### config.mk
export PLATFORM = sky130hd
export DESIGN_NAME = multicycle_datapath
export DESIGN_NICKNAME = d
export VERILOG_FILES = /design/src/rtl/multicycle_datapath.sv
export SDC_FILE = /design/constraint.sdc
export NUM_CORES = 2
export LEC_CHECK = 0
export BUFFER_PORTS_ARGS = -buffer_cell sky130_fd_sc_hd__buf_2
export CAP_MARGIN = 20
export CORE_MARGIN = 10
export CORE_UTILIZATION = 40
export CTS_CLUSTER_SIZE = 20
export DETAILED_ROUTE_END_ITERATION = 8
export PLACE_DENSITY_LB_ADDON = 0.2
export SYNTH_ARGS = -nofsm -noshare
export SYNTH_HDL_FRONTEND = slang
export SYNTH_SLANG_ARGS = --single-unit
### constraint.sdc
create_clock -name clk -period 7.6 [get_ports clk]
set_input_delay 1.52 -clock clk [delete_from_list [all_inputs] [get_ports clk]]
set_output_delay 1.52 -clock clk [all_outputs]
set_load 0.1 [all_outputs]
### src/rtl/multicycle_datapath.sv
// Multi-cycle ARM-subset datapath: one shared memory port, IR/Data/A/WriteData/ALUOut staging
// registers, a register file whose top index aliases PC+4, and a global stall.
module multicycle_datapath #(
  parameter int              XLEN     = 32,
  parameter int              NREG     = 16,
  parameter logic [XLEN-1:0] RESET_PC = '0
) (
  input  logic            clk,
  input  logic            Reset,
  input  logic            Stall,
  output logic [XLEN-1:0] Adr,
  output logic [XLEN-1:0] WriteData,
  input  logic [XLEN-1:0] ReadData,
  output logic [XLEN-1:0] Instr,
  output logic [3:0]      ALUFlags,
  input  logic            PCWrite,
  input  logic            AdrSrc,
  input  logic            IRWrite,
  input  logic            RegWrite,
  input  logic [1:0]      RegSrc,
  input  logic [1:0]      ImmSrc,
  input  logic            ALUSrcA,
  input  logic [1:0]      ALUSrcB,
  input  logic [1:0]      ALUCtrl,
  input  logic [1:0]      ResultSrc
);

  typedef enum logic [1:0] {ALU_ADD, ALU_SUB, ALU_AND, ALU_ORR}        alu_op_e;
  typedef enum logic [1:0] {IMM_8, IMM_12, IMM_24, IMM_ZERO}           imm_e;
  typedef enum logic [1:0] {SRCB_WD, SRCB_IMM, SRCB_FOUR, SRCB_ZERO}   srcb_e;
  typedef enum logic [1:0] {RES_ALUOUT, RES_DATA, RES_ALU, RES_ALUOUT_ALT} res_e;

  localparam logic [3:0] PC_IDX = 4'(NREG - 1);

  // Architectural and inter-step state.
  logic [XLEN-1:0] pc;
  logic [XLEN-1:0] ir;
  logic [XLEN-1:0] data_reg;
  logic [XLEN-1:0] a_reg;
  logic [XLEN-1:0] wd_reg;
  logic [XLEN-1:0] alu_out;
  logic [XLEN-1:0] gpr [NREG-1];

  // Instruction fields are taken from a 64-bit view so narrow XLEN builds still see bits 23:0.
  logic [63:0] ir_wide;
  logic [3:0]  rn_idx, rd_idx, rm_idx;
  logic [3:0]  ra1, ra2;
  logic        unused_ir;

  assign ir_wide   = 64'(ir);
  assign rn_idx    = ir_wide[19:16];
  assign rd_idx    = ir_wide[15:12];
  assign rm_idx    = ir_wide[3:0];
  assign unused_ir = ^ir_wide[63:24];

  assign ra1 = RegSrc[0] ? PC_IDX : rn_idx;
  assign ra2 = RegSrc[1] ? rd_idx : rm_idx;

  logic [XLEN-1:0] pc_plus4;
  logic [XLEN-1:0] rd1, rd2;

  assign pc_plus4 = pc + XLEN'(4);

  // NOTE: every signal written in an always_comb gets a default first, so no path can leave it
  // unassigned and infer a latch.
  always_comb begin
    rd1 = '0;
    if (ra1 == PC_IDX)             rd1 = pc_plus4;
    else if (int'(ra1) < NREG - 1) rd1 = gpr[ra1];
  end

  always_comb begin
    rd2 = '0;
    if (ra2 == PC_IDX)             rd2 = pc_plus4;
    else if (int'(ra2) < NREG - 1) rd2 = gpr[ra2];
  end

  logic [XLEN-1:0] ext_imm;

  // imm24 is a word offset: sign-extend, scale by 4, then truncate to the datapath width.
  always_comb begin
    ext_imm = '0;
    unique case (imm_e'(ImmSrc))
      IMM_8:    ext_imm = XLEN'(ir_wide[7:0]);
      IMM_12:   ext_imm = XLEN'(ir_wide[11:0]);
      IMM_24:   ext_imm = XLEN'({{40{ir_wide[23]}}, ir_wide[23:0], 2'b00});
      IMM_ZERO: ext_imm = '0;
      default:  ext_imm = '0;
    endcase
  end

  logic [XLEN-1:0] src_a, src_b;

  assign src_a = ALUSrcA ? pc : a_reg;

  always_comb begin
    src_b = '0;
    unique case (srcb_e'(ALUSrcB))
      SRCB_WD:   src_b = wd_reg;
      SRCB_IMM:  src_b = ext_imm;
      SRCB_FOUR: src_b = XLEN'(4);
      SRCB_ZERO: src_b = '0;
      default:   src_b = '0;
    endcase
  end

  alu_op_e         alu_op;
  logic [XLEN-1:0] b_eff;
  logic [XLEN:0]   sum;
  logic [XLEN-1:0] alu_result;
  logic            carry, ovf;

  assign alu_op = alu_op_e'(ALUCtrl);
  assign b_eff  = (alu_op == ALU_SUB) ? ~src_b : src_b;
  assign sum    = {1'b0, src_a} + {1'b0, b_eff} + (XLEN+1)'(alu_op == ALU_SUB);

  always_comb begin
    alu_result = sum[XLEN-1:0];
    carry      = 1'b0;
    ovf        = 1'b0;
    unique case (alu_op)
      ALU_ADD, ALU_SUB: begin
        carry = sum[XLEN];
        ovf   = (src_a[XLEN-1] == b_eff[XLEN-1]) && (sum[XLEN-1] != src_a[XLEN-1]);
      end
      ALU_AND: alu_result = src_a & src_b;
      ALU_ORR: alu_result = src_a | src_b;
      default: alu_result = sum[XLEN-1:0];
    endcase
  end

  assign ALUFlags = {alu_result[XLEN-1], alu_result == '0, carry, ovf};

  logic [XLEN-1:0] result;

  always_comb begin
    result = alu_out;
    unique case (res_e'(ResultSrc))
      RES_ALUOUT:     result = alu_out;
      RES_DATA:       result = data_reg;
      RES_ALU:        result = alu_result;
      RES_ALUOUT_ALT: result = alu_out;
      default:        result = alu_out;
    endcase
  end

  assign Adr       = AdrSrc ? result : pc;
  assign WriteData = wd_reg;
  assign Instr     = ir;

  // NOTE: state is updated with non-blocking assignments so every register samples the
  // pre-edge values; the fetch relies on IR taking ReadData from the old PC while PC advances.
  always_ff @(posedge clk or negedge Reset) begin
    if (!Reset) begin
      pc       <= RESET_PC;
      ir       <= '0;
      data_reg <= '0;
      a_reg    <= '0;
      wd_reg   <= '0;
      alu_out  <= '0;
      // NOTE: the register file is reset explicitly because software may rely on zeroed GPRs;
      // this keeps it in flops rather than a RAM macro.
      for (int i = 0; i < NREG - 1; i++) gpr[i] <= '0;
    end else if (!Stall) begin
      data_reg <= ReadData;
      a_reg    <= rd1;
      wd_reg   <= rd2;
      alu_out  <= alu_result;
      if (IRWrite) ir <= ReadData;
      if (PCWrite) pc <= result;
      // The PC alias is read-only through the register file; only PCWrite moves the PC.
      if (RegWrite && int'(rd_idx) < NREG - 1) gpr[rd_idx] <= result;
    end
  end

endmodule

Word level (Yosys, flattened, before mapping):

Cells that the tools add are included.

* bits in registers: 672
* input port bits: 50
* output and inout port bits: 100
* logic and storage cells: 91

* add/sub/neg operators: 3
* $lt $le $gt $ge: 7
* equality and inequality tests: 16
* muxes and demuxes: 24
* bitwise logic cells: 7
* reductions and logical operators: 13

Operator list (number)
* 480-bit bitwise mux: 1
* 32-bit 2-to-1 mux: 12
* 32-bit binary-select mux with 4-bit select: 2
* 32-bit case mux with 4 select lines: 2
* 32-bit demux with 4-bit select: 1
* 32-bit case mux with 3 select lines: 1
* 32-bit case mux with 2 select lines: 1
* 32-bit by 32-bit adder with 33-bit output: 1
* 33-bit by 1-bit adder with 33-bit output: 1
* 32-bit by 3-bit adder with 32-bit output, second input constant: 1
* 32-bit AND: 1
* 32-bit logical NOT: 1
* 32-bit NOT: 1
* 32-bit bitwise OR: 1
* 2-bit == test, second input constant: 8
* 5-bit >= comparator, second input constant: 3
* 4-bit NOT with 5-bit output: 3
* 4-bit < comparator, second input constant: 3
* 2-bit by 1-bit == test with 1-bit output, second input constant: 4
* 4-bit == test, second input constant: 2
* 2-bit logical NOT: 4
* 4-bit 2-to-1 mux: 2
* 2-bit AND reduction: 3
* 5-bit by 1-bit < comparator with 1-bit output, second input constant: 1
* other kinds (6): 10

Logic depth before layout (Yosys ltp):

* depth after elaboration: 10
* mapped depth: 19
* depth with buffers taken out: 16

Worst setup path after synthesis:

OpenSTA, ideal clock, no wires.

* kind: in2out
* start: input ImmSrc[1]
* end: output Adr[30]
* arrival: 6.579 ns
* required time: 6.080 ns
* setup slack: -0.499 ns
* stages on the path: 17
* buffers on the path: 3
* cells stage by stage: buf_2 nor4bb_1 buf_2 a22o_1 xnor2_1 ha_1 a21oi_1 o2111ai_1 a221o_1 or3_1 o22a_2 a21o_1 a211oi_1 a221o_1 o21ai_2 buf_2 mux2i_1

* word-level cells in the longest chain between the ends: 10
* elaborated cells on any way between the ends: 15
* classes of those cells: add/sub: 2; eq/ne: 3; mux: 6; bitwise: 3; reduce/logical: 1

Ends and longest elaborated chain
* start, declared: RTL line 21 `input logic [1:0] ImmSrc,`
* 2-bit == test, or another cell as far along: RTL line 83 `unique case (imm_e'(ImmSrc))`
* 32-bit case mux with 4 select lines *: RTL line 83
* 32-bit case mux with 4 select lines *: RTL line 98 `unique case (srcb_e'(ALUSrcB))`
* 32-bit NOT: RTL line 114 `assign b_eff = (alu_op == ALU_SUB) ? ~src_b : src_b;`
* 32-bit 2-to-1 mux: RTL line 114
* 32-bit by 32-bit adder with 33-bit output: RTL line 115 `assign sum = {1'b0, src_a} + {1'b0, b_eff} + (XLEN+1)'(alu_op == ALU_SUB);`
* 33-bit by 1-bit adder with 33-bit output: RTL line 115
* 32-bit case mux with 2 select lines *: RTL line 121 `unique case (alu_op)`
* 32-bit case mux with 3 select lines *: RTL line 138 `unique case (res_e'(ResultSrc))`
* 32-bit 2-to-1 mux *: RTL line 147 `assign Adr = AdrSrc ? result : pc;`
* end, declared: RTL line 11 `output logic [XLEN-1:0] Adr,`

Mark *: on every way between the ends. The rest lies on a longest branch, timed or not.

Worst setup path after layout:

* start: input ALUSrcB[1]
* end: output Adr[30]

* word-level cells in the longest chain between the ends: 9
* elaborated cells on any way between the ends: 14
* classes of those cells: add/sub: 2; eq/ne: 3; mux: 5; bitwise: 3; reduce/logical: 1

Ends and longest elaborated chain
* start, declared: RTL line 23 `input logic [1:0] ALUSrcB,`
* 2-bit == test, or another cell as far along: RTL line 98
* 32-bit case mux with 4 select lines *: RTL line 98
* 32-bit NOT: RTL line 114
* 32-bit 2-to-1 mux: RTL line 114
* 32-bit by 32-bit adder with 33-bit output: RTL line 115
* 33-bit by 1-bit adder with 33-bit output: RTL line 115
* 32-bit case mux with 2 select lines *: RTL line 121
* 32-bit case mux with 3 select lines *: RTL line 138
* 32-bit 2-to-1 mux *: RTL line 147

Marked as above.

==> impl_results.md <==
* Outcome: finished, final reports clean
* WL/cell at 25.9 um
* Reg clk slew, reported paths at 0.06 ns
* Total Power at 15900 uW
* Initial antenna violation count at 7
* CTS tree: built
* DRT iter0 DRCs at 3254
* Crit path required time at 6.08 ns
* Largest net degree at the start of global routing at 157
* Cell area after synthesis at 37800 um2
* Area Growth Syn to Fin at 15.4%
* Via count at 31800
* Cell variety after synth at 85
* Final hold vios at 0
* Most flops, register: gpr
* Post-DP HPWL at 88.9 mm
* Async set-or-reset flop fraction in the synthesized netlist at 1.00
* Initial core utilization at 0.404
* Post-synth EDFFs at 0
* Synthesized Nets at 4045
* Synth area leader: dfrtp_1
* Number of flip-flops in the largest register at 480
* Clk sinks at 672
* Top cells by count, synth: 778 x nand2_1, 672 x dfrtp_1, 659 x o21ai_0
* Skew final at 0.0188 ns
* Total gr overflow at 0
* Die height at 327 um
* HP Class: flop to flop
* Unrepaired setup endpoints after global routing: yes
* Post-layout minimum cycle time at 7.50 ns
* Drc violations at 0
* Seq/Total Area, Yosys at 0.445
* Seq cells post-synth at 672
* Detail Route Antenna Nets at 0
* Post-synthesis cell count at 3960
* Vias in the first global route at 31000
* Slew margin rel. at 0.183
* Max FO, Critical Path at 10
* Final setup fails at 0
* CP Data Arrival Time at 5.98 ns
* Filler cell count in the final layout at 8940
* Vias per inst at 5.95
* Critical Path Start Type: input pin
* Final Max Slew Viols at 0
* Htree depth at 3
* Synth Warn # at 0
* Core area at 93500 um2
* 1st-pass router iterations at 5
* Maximum clock rate at 0.133 GHz
* Syn Area/Cell at 9.54 um2
* Period utilisation layout at 0.987
* Io pins at 150
* First-pass GRT wire length at 208 mm
* Most frequent cell after synthesis: nand2_1
* Non-Filler Instances at 5338
* Global placer's final weighted congestion at 0.972
* Yosys top cell area share at 0.445
* Max-Cap Viols at 0
* IO Port Bufs at 149
* Cell area power density at 364 nW/um2
* Drt total wl at 138 mm
* Clk_lat worst skew at 0.64 ns
* Max Root-Sink Buffers at 3
* Storage element area at 16800 um2
* FP Rows at 112
* Total CTS buffers at 76
* GRT Overall Usage at 0.254
* Root Driver: clkbuf_16
* Nets at 4109
* CP Capture Type: primary output
* Worst-case vdd ir drop at 0.174 mV
* Inst Count DP at 5193
* Lkg Pwr at 0.0188 uW
* Layout cells sized above 1 at 0.208
* Multi-input gate area at 19800 um2
* Least-Margin Pin Slew at 1.20 ns
* Full die area at 107000 um2
* Die width at 327 um
* Top_reg_cell synth: dfrtp_1
* Crit Path Class: input pin to primary output
* Leading post-synthesis cells by cell area: dfrtp_1 45%, o21ai_0 8.7%, nand2_1 7.7%
[worst max-delay path: stages]
cell,delay [ns]
clkbuf_4,0.18
buf_6,0.16
o21bai_2,0.19
a31oi_1,0.20
xnor2_1,0.13
ha_2,0.41
nand2_1,0.18
nor3_1,0.30
a21oi_1,0.24
o32ai_1,0.77
o22a_2,0.38
a2111oi_1,0.11
a211oi_1,0.33
a221o_1,0.22
o21ai_2,0.08
mux2i_2,0.34
buf_12,0.23
[layout make-up]
| type | instances | share of cell area |
|---|---|---|
| Multi-Input combinational cell | 2878 | 0.453 |
| Clock inverter | 21 | 0.00500 |
| Tap cell | 1254 | 0.0360 |
| Sequential cell | 672 | 0.386 |
| Timing Repair Buffer | 331 | 0.0608 |
| Clock buffer | 114 | 0.0530 |
| Antenna cell | 3 | 0.000172 |
| Inverter | 65 | 0.00560 |
[final timing paths]
check                      slack (ns)  cells after the start                  from                    to
max                              0.10                     17            ALUSrcB[1]               Adr[30]
min                              0.47                      2  a_reg[4]$_DFFE_PN0N_  a_reg[4]$_DFFE_PN0N_
max reg2reg                      2.68                     15  Instr[3]$_DFFE_PN0P_  gpr[376]$_DFFE_PN0P_
min reg2reg                      0.47                      2  a_reg[4]$_DFFE_PN0N_  a_reg[4]$_DFFE_PN0N_
max in group asynchronous        5.23                      2                 Reset  gpr[130]$_DFFE_PN0P_
min in group asynchronous        0.87                      1                 Reset  gpr[156]$_DFFE_PN0P_
[where the power goes]
part	leakage (uW)	total (uW)	internal [uW]	switching, uW
sequential	0.00871	5840	4810	1030
combinational	0.00886	6240	2330	3910
clock	0.00125	3780	2230	1550
[cell families (layout without fill, tap and decap cells)]
family	count (synthesis)	count (layout)	synth area share
AOI/OAI and AO/OA	1231	1231	0.194
and+or+nand+nor	1028	1028	0.112
DFF	672	672	0.445
muxes	485	485	0.170
buffers and inverters	410	531	0.0427
xor gates and xnor gates	75	75	0.0174
adders and majority gates	59	59	0.0182
other	0	3	0
[metrics by stage]
stage,area [um2],worst slack (ns),util,hold WS [ns],TNS (ns)
after floorplan,37800,0.0267,-,0.446,0
after global placement,40800,-0.343,0.437,0.456,-0.343
after detailed placement,40800,-0.299,0.437,0.466,-0.299
after CTS,43400,0.00856,0.464,0.480,0
after global routing,43600,-0.0933,0.466,0.499,-0.178
final,43600,0.102,0.466,0.472,0
[routing by layer]
layer / vias to the layer above / routed length, um / global-route usage
li1: 14400 / - / -
met1: 15900 / 60800 / 0.354
met2: 1221 / 62500 / 0.400
met3: 239 / 10500 / 0.0425
met4: 4 / 4580 / 0.0831
met5: - / 27 / 0
[timing repair]
item                                    CTS  global route
endpoints found under the setup margin    1             9
pin swaps                                 1            13
hold buffers                              0             0
resized for setup                         7            27
buffers inserted                          0             7
[placed cells by master (no fill, tap or decap), drive strengths merged, types with 10 or more instances in the layout]
cell type  synthesis  final
mux2i            199    199
o221ai            53     53
nor2b             13     13
a22oi             30     30
nor3              27     27
a311oi            20     20
maj3              24     24
clkinv             1     15
o21ai            720    720
inv               64     65
xor2              14     14
a21oi            164    164
nand3             33     33
clkbuf           280    116
mux4             106    106
dfrtp            672    672
a311o             22     22
nand2            778    778
xnor2             61     61
a221o             30     30
and3              11     11
a31oi             32     32
a21o              20     20
nor2              92     92
buf               65    329
a211oi            40     40
o22ai             34     34
ha                34     34
mux2             180    180
nor4              10     10
(Power assumes the default switching activity.)
